===== config.mk =====
export PLATFORM = sky130hd
export DESIGN_NAME = exstage
export DESIGN_NICKNAME = d
export VERILOG_FILES = /design/src/rtl/exstage.sv
export SDC_FILE = /design/constraint.sdc
export NUM_CORES = 1
export LEC_CHECK = 0
export BUFFER_PORTS_ARGS = -buffer_cell sky130_fd_sc_hd__buf_2
export CORE_MARGIN = 2
export CORE_UTILIZATION = 26
export DETAILED_ROUTE_END_ITERATION = 10
export PLACE_DENSITY = 0.47
export SYNTH_ARGS = -nofsm -noshare
export SYNTH_HDL_FRONTEND = slang
export SYNTH_SLANG_ARGS = --single-unit

===== constraint.sdc =====
create_clock -name clk -period 5.48 [get_ports clk]
set_input_delay 0.548 -clock clk [delete_from_list [all_inputs] [get_ports clk]]
set_output_delay 0.548 -clock clk [all_outputs]
set_load 0.01 [all_outputs]

===== src/rtl/exstage.sv =====
// exstage: execute stage -- ALU, optional 32-cycle restoring divider, data-SRAM request, EX->MA handshake.
// Ports: clk/resetn (async active-low); id_validout, id_to_ex_bus[150:0] from ID; ma_allowin from MA;
//   ex_allowin, ex_validout, ex_to_ma_bus[70:0], ex_to_id_dest[4:0] to the pipeline;
//   data_sram_en/we/addr/wdata to the data SRAM.
// Build option: define EX_DIV_EN to compile in the divider; otherwise a divide bundle yields 0 in one cycle.
module exstage (
  input  logic         clk,
  input  logic         resetn,
  input  logic         id_validout,
  input  logic         ma_allowin,
  output logic         ex_allowin,
  output logic         ex_validout,
  input  logic [150:0] id_to_ex_bus,
  output logic [70:0]  ex_to_ma_bus,
  output logic [4:0]   ex_to_id_dest,
  output logic         data_sram_en,
  output logic [3:0]   data_sram_we,
  output logic [31:0]  data_sram_addr,
  output logic [31:0]  data_sram_wdata
);
  logic         valid;
  logic         readygo;
  logic [150:0] bus;
  logic         is_div, sgn, want_rem, res_from_mem, gr_we, mem_we;
  logic [11:0]  alu_op;
  logic [31:0]  src1, src2, rkd_value, pc, alu_result, ex_result;
  logic [4:0]   dest;
  assign {is_div, sgn, want_rem} = bus[150:148];
  assign alu_op       = bus[147:136];
  assign src1         = bus[135:104];
  assign src2         = bus[103:72];
  assign res_from_mem = bus[71];
  assign gr_we        = bus[70];
  assign mem_we       = bus[69];
  assign dest         = bus[68:64];
  assign rkd_value    = bus[63:32];
  assign pc           = bus[31:0];
  assign ex_allowin  = ~valid | (readygo & ma_allowin);
  assign ex_validout = valid & readygo;
  always_ff @(posedge clk or negedge resetn)
    if (!resetn) begin
      valid <= 1'b0;
      bus   <= '0;
    end else begin
      if (ex_allowin) valid <= id_validout;
      if (id_validout & ex_allowin) bus <= id_to_ex_bus;
    end
  logic [31:0] add_r, sub_r;
  assign add_r = src1 + src2;
  assign sub_r = src1 - src2;
  assign alu_result = ({32{alu_op[0]}}  & add_r)
                    | ({32{alu_op[1]}}  & sub_r)
                    | ({32{alu_op[2]}}  & {31'b0, $signed(src1) < $signed(src2)})
                    | ({32{alu_op[3]}}  & {31'b0, src1 < src2})
                    | ({32{alu_op[4]}}  & (src1 & src2))
                    | ({32{alu_op[5]}}  & ~(src1 | src2))
                    | ({32{alu_op[6]}}  & (src1 | src2))
                    | ({32{alu_op[7]}}  & (src1 ^ src2))
                    | ({32{alu_op[8]}}  & (src1 << src2[4:0]))
                    | ({32{alu_op[9]}}  & (src1 >> src2[4:0]))
                    | ({32{alu_op[10]}} & 32'($signed(src1) >>> src2[4:0]))
                    | ({32{alu_op[11]}} & src2);
`ifdef EX_DIV_EN
  typedef enum logic [1:0] {IDLE, BUSY, DONE} state_t;
  state_t      state;
  logic [4:0]  cnt;
  // q starts as |dividend| and shifts left, collecting quotient bits in its LSBs
  logic [31:0] q, d, r, rd, quo, rem;
  logic [32:0] rs;
  logic        ge, div0, neg_q, neg_r;
  assign rs    = {r, q[31]};
  assign ge    = rs >= {1'b0, d};
  // the true difference always fits in 32 bits when ge, so modular subtraction is exact
  assign rd    = rs[31:0] - d;
  assign div0  = src2 == 32'd0;
  assign neg_q = sgn & (src1[31] ^ src2[31]);
  assign neg_r = sgn & src1[31];
  assign quo   = div0 ? 32'd0 : neg_q ? -q : q;
  assign rem   = div0 ? src1 : neg_r ? -r : r;
  always_ff @(posedge clk or negedge resetn)
    if (!resetn) begin
      state <= IDLE;
      cnt   <= '0;
      q     <= '0;
      d     <= '0;
      r     <= '0;
    end else
      case (state)
        IDLE: if (valid & is_div) begin
          state <= BUSY;
          q     <= (sgn & src1[31]) ? -src1 : src1;
          d     <= (sgn & src2[31]) ? -src2 : src2;
          r     <= '0;
          cnt   <= '0;
        end
        BUSY: begin
          r     <= ge ? rd : rs[31:0];
          q     <= {q[30:0], ge};
          cnt   <= cnt + 5'd1;
          if (cnt == 5'd31) state <= DONE;
        end
        DONE: if (ex_validout & ma_allowin) state <= IDLE;
        default: state <= IDLE;
      endcase
  assign readygo   = ~(valid & is_div) | (state == DONE);
  assign ex_result = is_div ? (want_rem ? rem : quo) : alu_result;
`else
  logic unused_div_flags;
  assign unused_div_flags = &{1'b0, sgn, want_rem};
  assign readygo   = 1'b1;
  assign ex_result = is_div ? 32'd0 : alu_result;
`endif
  assign ex_to_ma_bus    = {res_from_mem, gr_we, dest, ex_result, pc};
  assign ex_to_id_dest   = dest & {5{valid}};
  // request fires only on the handoff cycle, so a stalled store issues exactly once
  assign data_sram_en    = valid & readygo & ma_allowin & (res_from_mem | mem_we);
  assign data_sram_we    = {4{data_sram_en & mem_we}};
  assign data_sram_addr  = alu_result;
  assign data_sram_wdata = rkd_value;
endmodule


==> flow_metrics.env <==
export IMPL_status="complete, no violations"
export IMPL_dp_slack_ns=1.07
export IMPL_synth_edff_count=0
export IMPL_drive_gt1_share_pct=32.9
export IMPL_period_share_pct=92.6
export IMPL_viasPerCell=5.52
export IMPL_die_area_sq_mm=0.0633
export IMPL_post_drt_wl_per_cell_um=25.3
export IMPL_syn_to_final_growth_pct=15.5
export IMPL_setup_ws_ns=0.408
export IMPL_io_buffers=299
export IMPL_dieWidth_um=252
export IMPL_r2r_cells=4
export IMPL_grt_pass1_wl_mm=103
export IMPL_tightest_slew_ns=1.01
export IMPL_pwr_density_cell_mw_per_mm2=367
export IMPL_cts_root_buf="clkbuf_16"
export IMPL_fp_dieH_um=252
export IMPL_fin_area_sq_mm=0.0184
export IMPL_synth_cell_types=93
export IMPL_fmax_ghz=0.197
export IMPL_core_area_sq_mm=0.0605
export IMPL_slew_viol_final=0
export IMPL_syn_nets=2053
export IMPL_synth_cells=1799
export IMPL_synth_common_cells="mux2_2, dfrtp_1, nor2_1"
export IMPL_slew_headroom_pct=31.2
export IMPL_end_kind="primary output"
export IMPL_grtUsageTotal_pct=21.8
export IMPL_syn_cell_area_sq_mm=0.0159
export IMPL_cts_resized=0
export IMPL_insertion_delay_ns=0.48
export IMPL_critPathArrivalTime_ns=4.52
export IMPL_core_rowCount=90
export IMPL_cts_reportedPaths_clkPinSlew_ns=0.07
export IMPL_dr_pass1_iters=7
export IMPL_hold_buffers=0
export IMPL_setup_violations=0
export IMPL_post_cts_setup_buffer_count=0
export IMPL_synth_area_leaders="dfrtp_1, mux2_2, ha_1"
export IMPL_synth_top_area_share_pct=23.6
export IMPL_drv_cap=0
export IMPL_async_reset_ff_share_pct=100
export IMPL_peakVddDrop_uv=249
export IMPL_antenna_left=0
export IMPL_fin_setup_tns_ns=0
export IMPL_yosysMostFrequentCell="mux2_2"
export IMPL_drtIter0Drc=1505
export IMPL_dp_hpwl_mm=54.3
export IMPL_hold_slack_ns=0.104
export IMPL_min_period_ns=5.07
export IMPL_yosysWarnings=0
export IMPL_cp_required_ns=4.93
export IMPL_htreeDepth=4
export IMPL_clockBufferDepth=2
export IMPL_gp_congestion=0.960
export IMPL_finalNetCount=2230
export IMPL_cts_tree="yes"
export IMPL_num_io_pins=302
export IMPL_leakagePower_nw=7.91
export IMPL_placed_area_sq_mm=0.0178
export IMPL_synthFlopType="dfrtp_1"
export IMPL_avgSynthCellArea_sq_um=8.86
export IMPL_antenna_found_initial=15
export IMPL_hp_class="input port to asynchronous set/reset pin"
export IMPL_yosys_area_top_type="dfrtp_1"
export IMPL_grt_overflow_total=0
export IMPL_grt_pass1_vias=15100
export IMPL_drc=0
export IMPL_cts_sinks=150
export IMPL_skew_ns=0.0112
export IMPL_initial_core_util_pct=26.3
export IMPL_crit_type="flip-flop to primary output"
export IMPL_numCtsBuffers=17
export IMPL_seq_area_frac_synth_pct=23.6
export IMPL_ys_ff_latch=150
export IMPL_crit_fanout=7
export IMPL_hold_viol=0
export IMPL_grt_setup_unrepaired="no"
export IMPL_routed_via_count=15300
export IMPL_grt_max_degree=81
export IMPL_drt_total_wl_mm=70.0
export IMPL_cp_start_kind="flip-flop"
## worst max-delay path, cell delays in order, from the launching register on
cell       delay [ns]
dfrtp_1          0.51
inv_1            0.16
ha_1             0.22
inv_1            0.07
fa_1             0.21
nor2b_1          0.23
o211ai_1         0.19
a311oi_2         0.56
nor2_1           0.13
xnor2_1          0.20
a2111oi_0        0.92
o21ai_1          0.28
and2_1           0.25
buf_2            0.13
## per-layer routing
metal | vias to the layer above | GRT usage [%] | routed length (um)
met5 | - | 0 | 163
met2 | 628 | 34.4 | 31700
li1 | 6920 | - | -
met4 | 26 | 8.06 | 2530
met1 | 7612 | 29.5 | 31000
met3 | 121 | 4.27 | 4620
## power breakdown
group / internal [mW] / switching (mW) / leakage [nW] / total [mW]
Sequential: 1.27 / 0.196 / 1.75 / 1.47
Combinational: 1.53 / 2.51 / 5.87 / 4.04
Clock: 0.646 / 0.603 / 0.289 / 1.25
Total: 3.45 / 3.31 / 7.91 / 6.76
## flip-flops by register name, summed over array words and instances, names as in the netlist
| register | cells |
|---|---|
| bus | 149 |
| ex_validout | 1 |
## cells by family (layout without fill, tap and decap cells)
family	count (synthesis)	count (layout)	share of synthesized area [%]
fa+ha+maj	99	99	7.87
buf+inv	308	498	9.53
xor+xnor	32	32	1.76
flops	150	150	23.6
compound gates	466	466	20.4
other cells	0	2	0
simple gates	452	452	13.2
mux	292	292	23.7
## cell usage in the layout, fill, tap and decap left out, types with 16 or more instances in the layout
master,n
buf_2,298
mux2_2,169
nor2_1,146
dfrtp_1,146
a21oi_1,129
nand2_1,126
ha_1,97
inv_1,93
mux2i_1,69
buf_4,63
o21ai_0,60
mux4_2,51
nand3_1,44
nor3_1,30
o211ai_1,28
xnor2_1,28
a222oi_1,27
a31oi_1,24
and2_1,22
nand4_1,17
clkbuf_16,17
a211oi_1,16
## area by class of cell
| class | count | area (sq um) |
|---|---|---|
| Fill cell | 6452 | 42100 |
| Multi-Input combinational cell | 1341 | 10700 |
| Sequential cell | 150 | 3760 |
| Timing Repair Buffer | 364 | 2020 |
| Tap cell | 782 | 978 |
| Clock buffer | 17 | 425 |
| Inverter | 102 | 383 |
| Clock inverter | 15 | 164 |
| Antenna cell | 2 | 5.00 |
## through the flow
stage                     util, %  total power, mW  instances
after CTS                    30.4             6.76       2771
after global routing         30.4             7.16       2771
after detailed placement     29.4             5.46       2739
after floorplan                 -             4.13       1799
after global placement       29.4             5.44       2739
final                        30.4             6.76       2773
## path summary, 6_finish.rpt
path | from | endpoint | slack, ns
max | bus[104] | ex_to_ma_bus[44] | 0.41
min | resetn | bus[49] | 0.10
max reg2reg | ex_validout | bus[111] | 3.06
min reg2reg | bus[6] | bus[6] | 0.50
max in group asynchronous | resetn | bus[0] | 3.95
min in group clk | id_to_ex_bus[126] | bus[126] | 0.29
Note: power is estimated with default switching activity, not from simulation.
